**config.mk**
```make
export PLATFORM = sky130hd
export DESIGN_NAME = fetch_unit
export DESIGN_NICKNAME = d
export VERILOG_FILES = /design/src/rtl/fetch_unit_pkg.sv /design/src/rtl/fetch_unit.sv
export SDC_FILE = /design/constraint.sdc
export NUM_CORES = 1
export LEC_CHECK = 0
export BUFFER_PORTS_ARGS = -buffer_cell sky130_fd_sc_hd__buf_2
export CORE_MARGIN = 4
export CORE_UTILIZATION = 25
export CTS_CLUSTER_SIZE = 24
export DETAILED_ROUTE_END_ITERATION = 16
export HOLD_SLACK_MARGIN = 0.12
export PLACE_DENSITY_LB_ADDON = 0.3
export SYNTH_ARGS = -nofsm -noshare
export SYNTH_HDL_FRONTEND = slang
export SYNTH_SLANG_ARGS = --single-unit
```
**constraint.sdc**
```tcl
create_clock -name i_clk -period 2.4 [get_ports i_clk]
set_input_delay 0.24 -clock i_clk [delete_from_list [all_inputs] [get_ports i_clk]]
set_output_delay 0.24 -clock i_clk [all_outputs]
set_load 0.05 [all_outputs]
```
**src/rtl/fetch_unit_pkg.sv**
```systemverilog
// Shared types and constants for the instruction-fetch stage.
package fetch_unit_pkg;

    localparam int INST_ADDR_W = 32;
    localparam int INST_W      = 32;

    localparam logic [INST_W-1:0]      NOP_INST  = 32'h0000_0000;
    localparam logic [INST_ADDR_W-1:0] ZERO_WORD = 32'h0000_0000;

    typedef enum logic [1:0] {
        FETCH_RUN     = 2'd0,
        FETCH_DISCARD = 2'd1,
        FETCH_HOLD    = 2'd2
    } fetch_state_e;

    typedef struct packed {
        logic                   vld;
        logic [INST_ADDR_W-1:0] pc;
        logic [INST_W-1:0]      inst;
    } ifid_t;

    typedef struct packed {
        logic [INST_ADDR_W-1:0] pc;
        logic [INST_W-1:0]      inst;
    } hbuf_t;

    localparam ifid_t IFID_BUBBLE = '{vld: 1'b0, pc: ZERO_WORD, inst: NOP_INST};

    // Redirect targets are forced to word alignment.
    function automatic logic [INST_ADDR_W-1:0] align_target(input logic [INST_ADDR_W-1:0] addr);
        return addr & ~32'd3;
    endfunction

endpackage

```
**src/rtl/fetch_unit.sv**
```systemverilog
// IF stage + IF/ID register: one outstanding fetch, zero-wait word visible on IF/ID next cycle.
// Downstream stall freezes IF/ID; a word landing during stall is parked in a one-entry hold buffer.
module fetch_unit
    import fetch_unit_pkg::*;
#(
    parameter logic [31:0] RESET_PC = 32'h0000_0000
) (
    input  logic        i_clk,
    input  logic        i_rst_n,
    output logic        o_memReq,
    output logic [31:0] o_memAddr,
    input  logic        i_memAck,
    input  logic [31:0] i_memData,
    input  logic        i_stall,
    input  logic        i_takeBranch,
    input  logic [31:0] i_jpc,
    output logic        o_valid,
    output logic [31:0] o_pc,
    output logic [31:0] o_inst
);

    fetch_state_e state_q, state_d;
    logic [31:0]  pc_q, pc_d;
    logic [31:0]  disc_addr_q, disc_addr_d;
    ifid_t        ifid_q, ifid_d;
    hbuf_t        hbuf_q, hbuf_d;

    logic         redirect;
    logic [31:0]  target;
    logic [31:0]  pc_inc;

    always_ff @(posedge i_clk) begin
        if (!i_rst_n) begin
            state_q     <= FETCH_RUN;
            pc_q        <= RESET_PC;
            disc_addr_q <= ZERO_WORD;
            ifid_q      <= IFID_BUBBLE;
            hbuf_q      <= '0;
        end else begin
            state_q     <= state_d;
            pc_q        <= pc_d;
            disc_addr_q <= disc_addr_d;
            ifid_q      <= ifid_d;
            hbuf_q      <= hbuf_d;
        end
    end

    always_comb begin
        state_d     = state_q;
        pc_d        = pc_q;
        disc_addr_d = disc_addr_q;
        ifid_d      = ifid_q;
        hbuf_d      = hbuf_q;

        redirect = i_takeBranch & ifid_q.vld & ~i_stall;
        target   = align_target(i_jpc);
        pc_inc   = pc_q + 32'd4;

        case (state_q)
            FETCH_RUN: begin
                if (redirect) begin
                    ifid_d = IFID_BUBBLE;
                    pc_d   = target;
                    // The wrong-path request stays on the bus until memory answers it.
                    if (!i_memAck) begin
                        state_d     = FETCH_DISCARD;
                        disc_addr_d = pc_q;
                    end
                end else if (i_memAck) begin
                    pc_d = pc_inc;
                    if (i_stall) begin
                        hbuf_d  = '{pc: pc_q, inst: i_memData};
                        state_d = FETCH_HOLD;
                    end else begin
                        ifid_d = '{vld: 1'b1, pc: pc_q, inst: i_memData};
                    end
                end else if (!i_stall) begin
                    ifid_d = IFID_BUBBLE;
                end
            end

            FETCH_DISCARD: begin
                if (!i_stall) ifid_d = IFID_BUBBLE;
                if (redirect) pc_d = target;
                if (i_memAck) state_d = FETCH_RUN;
            end

            FETCH_HOLD: begin
                if (redirect) begin
                    ifid_d  = IFID_BUBBLE;
                    pc_d    = target;
                    state_d = FETCH_RUN;
                end else if (!i_stall) begin
                    ifid_d  = '{vld: 1'b1, pc: hbuf_q.pc, inst: hbuf_q.inst};
                    state_d = FETCH_RUN;
                end
            end

            default: state_d = FETCH_RUN;
        endcase
    end

    assign o_memReq  = i_rst_n & (state_q != FETCH_HOLD);
    assign o_memAddr = (state_q == FETCH_DISCARD) ? disc_addr_q : pc_q;
    assign o_valid   = ifid_q.vld;
    assign o_pc      = ifid_q.pc;
    assign o_inst    = ifid_q.inst;

endmodule

```
==> impl_results.md <==
- #FFs+latches synth: 189
- Area of the die: 36810 um2
- Main combinational cell family by area after synthesis: compound AO/OA/AOI/OAI gates
- Measured slew at the worst slew-check pin: 0.5562 ns
- Synth Area in XOR/XNOR: 0%
- Power after layout: 0.008291 W
- Post-synth ARST share: 0%
- DRT iter0 DRCs: 478
- Leak Pwr: 4.335 nW
- CP arrival: 1.98 ns
- Vias post-DR: 8174
- Port bufs: 162
- Setup-failing EPs final: 0
- Outcome: finished, final reports clean
- First-pass GRT wire length: 44.87 mm
- Layout area overhead: 29.40%
- Clk slew on worst S/H paths: 0.07 ns
- Total Neg Setup Slack: 0 ns
- Worst skew pair latency: 0.44 ns
- Die Wd: 191.9 um
- Total Routed Length: 28.68 mm
- Relative slew slack: 62.91%
- Multiplexer share of the synthesized area: 3.982%
- Syn_area_per_cell: 8.206 um2
- GR Util met3: 3.871%
- Total number of H-tree levels: 4
- Yosys cell types: 60
- Mapped Cells: 1030
- Worst VDD drop: 0.0004892 V
- DRC viols: 0
- Worst Path Required: 2.16 ns
- Final Skew: 0.01512 ns
- Synth Area in Compound Gates: 25.55%
- Synth Area in Adders: 0.7402%
- Max frequency: 450.4 MHz
- Core Util, Final: 32.70%
- Die span in y: 191.9 um
- Syn. warnings: 0
- Largest net degree at the start of global routing: 90
- Crit path launch type: flip-flop
- ANT cells: 0
- Simple-Gate Fraction of Synth Area: 19.01%
- Worst setup margin: 0.1797 ns
- CP Capture Type: output port
- Min cycle time layout: 2.220 ns
- Final GP Congestion: 0.8224
- Worst-path maximum fanout: 19
- Hpwl dp: 18.79 mm
- Hold path depth: 3
- Overall Global Routing Usage: 15.47%
- Row cnt: 67
- Sink Count: 189
- Initial antenna violation count: 1
- Top FF cell, synth: dfxtp_1
- Nets: 1277
- Via-per-instance ratio: 4.915
- Final period util: 92.51%
- DRT antenna net count: 0
- Layout cells sized above 1: 24.61%
- Met2 Track Usage GR: 23.34%
- GRT met1 Usage: 21.56%
- Detail-routed net length per standard cell: 17.25 um
- CTS Buf Count: 17
- RSZ-0062 raised after global routing: false
- Synth Cell Area: 8452 um2
- Reg-to-reg slack, setup: 0.22 ns
- PD cells: 758.1 nW/um2
- CTS Buffer Depth: 2
- Number of global-route vias before repair: 7739
- # IOs: 167
- Busiest layer in global routing: met2
- Core box area: 33450 um2
- Number of synthesized flops with an enable pin: 0
- Final slew viol count: 0
- Hold Fails Final Rpt: 0
- Crit path kind: flip-flop to output port
- Sequential area share after synthesis: 44.77%
- R2R cell count: 7
- Worst min-delay path class: input pin to flip-flop
- CTS tree: done
- Root Buffer: clkbuf_16
- Max cap viols: 0
- Congestion Overflow GR: 0
- Pre-antenna DRT Iters: 5
- Initial core utilization: 25.27%
- Place WS: 0.1429 ns
==> worst max-delay path: stages, from the launching register on <==
cell     delay, ns
dfxtp_1       0.34
inv_1         0.09
ha_1          0.20
buf_4         0.29
mux2_2        0.40
buf_2         0.22
==> stage by stage <==
step	hold slack, ns	std cells	instance area [um2]
after floorplan	0.3760	1031	8456
after global placement	0.4378	1592	9925
after detailed placement	0.4439	1592	9925
after CTS	0.1216	1663	10930
after global routing	0.1566	1663	10940
final	0.1412	1663	10940
==> per-layer routing <==
metal | up-vias | wire length [um]
met3 | 42 | 1869
met2 | 270 | 12670
met4 | 2 | 685
li1 | 3998 | -
met5 | - | 11
met1 | 3862 | 13440
==> cells in the final DEF, fill, tap and decap left out, types with 3 or more instances in the layout <==
cell | Yosys | final
a211oi_1 | 4 | 4
a21oi_1 | 115 | 114
a22o_1 | 63 | 63
a22oi_1 | 63 | 63
a2bb2oi_1 | 4 | 4
a31oi_1 | 4 | 4
a32o_1 | 3 | 3
a32oi_1 | 7 | 7
and2_1 | 5 | 5
and3_1 | 8 | 7
and4_1 | 4 | 4
buf_12 | 0 | 6
buf_2 | 24 | 162
buf_4 | 6 | 53
bufinv_16 | 0 | 3
clkbuf_16 | 0 | 17
clkbuf_8 | 0 | 3
clkinvlp_4 | 0 | 4
dfxtp_1 | 189 | 189
dlygate4sd3_1 | 0 | 40
ha_1 | 5 | 4
inv_1 | 6 | 6
mux2_2 | 29 | 29
nand2_1 | 213 | 213
nand3_1 | 20 | 19
nand4_1 | 7 | 7
nor2_1 | 75 | 75
nor2b_1 | 4 | 3
nor3_1 | 6 | 6
nor4_1 | 6 | 6
o211ai_1 | 5 | 5
o21ai_0 | 26 | 25
o22ai_1 | 7 | 7
or3_1 | 4 | 4
or4_1 | 5 | 5
==> repair_timing <==
action	in CTS	in global routing
gates resized for setup	0	2
hold buffers	40	0
endpoints found under the setup margin	0	30
hold endpoints to repair	40	0
setup buffers	0	0
==> synth_stat cells (all sizes together), types with 8 or more instances <==
cell / instances / share of area, %
a21oi: 115 / 6.8
nor2: 76 / 3.4
and3: 8 / 0.59
a22o: 63 / 6.5
o21ai: 29 / 1.8
nand4: 8 / 0.77
mux2: 29 / 3.9
nand3: 20 / 1.2
dfxtp: 189 / 45
buf: 37 / 2.4
clkbuf: 71 / 3.2
nand2: 214 / 9.5
a22oi: 63 / 5.6
==> layout make-up <==
cell class / instances / area (um2)
fill: 3533 / 22510
multi-input combinational: 727 / 4225
sequential: 189 / 3784
timing repair buffer: 261 / 1729
tap: 448 / 560.5
clock buffer: 21 / 470.5
clock inverter: 10 / 138.9
inverter: 7 / 28.78
==> flip-flops by register name (all words and copies together) (netlist names) <==
signal	cells
disc_addr_q	30
hbuf_q	62
o_inst	32
o_pc	32
o_valid	1
pc_q	30
state_q	2
==> report_power, final <==
group,switching [W],internal (W)
Clock,0.00129,0.00172
Sequential,0.000124,0.00329
Combinational,0.00127,0.000601
Total,0.00268,0.00561
==> path summary, 6_finish.rpt <==
path / from / endpoint
setup / recovery: state_q[1] / o_memAddr[4]
hold reg to reg: disc_addr_q[25] / disc_addr_q[25]
hold / removal: i_jpc[17] / pc_q[17]
setup reg to reg: state_q[1] / pc_q[22]
==> cell families after synthesis <==
group                      count (synthesis)
and+or+nand+nor                          369
adders and majority gates                  5
AOI/OAI and AO/OA                        321
DFF                                      189
buffers and inverters                    115
muxes                                     30
other                                      1
No activity file was read; power rests on OpenSTA's default activity.
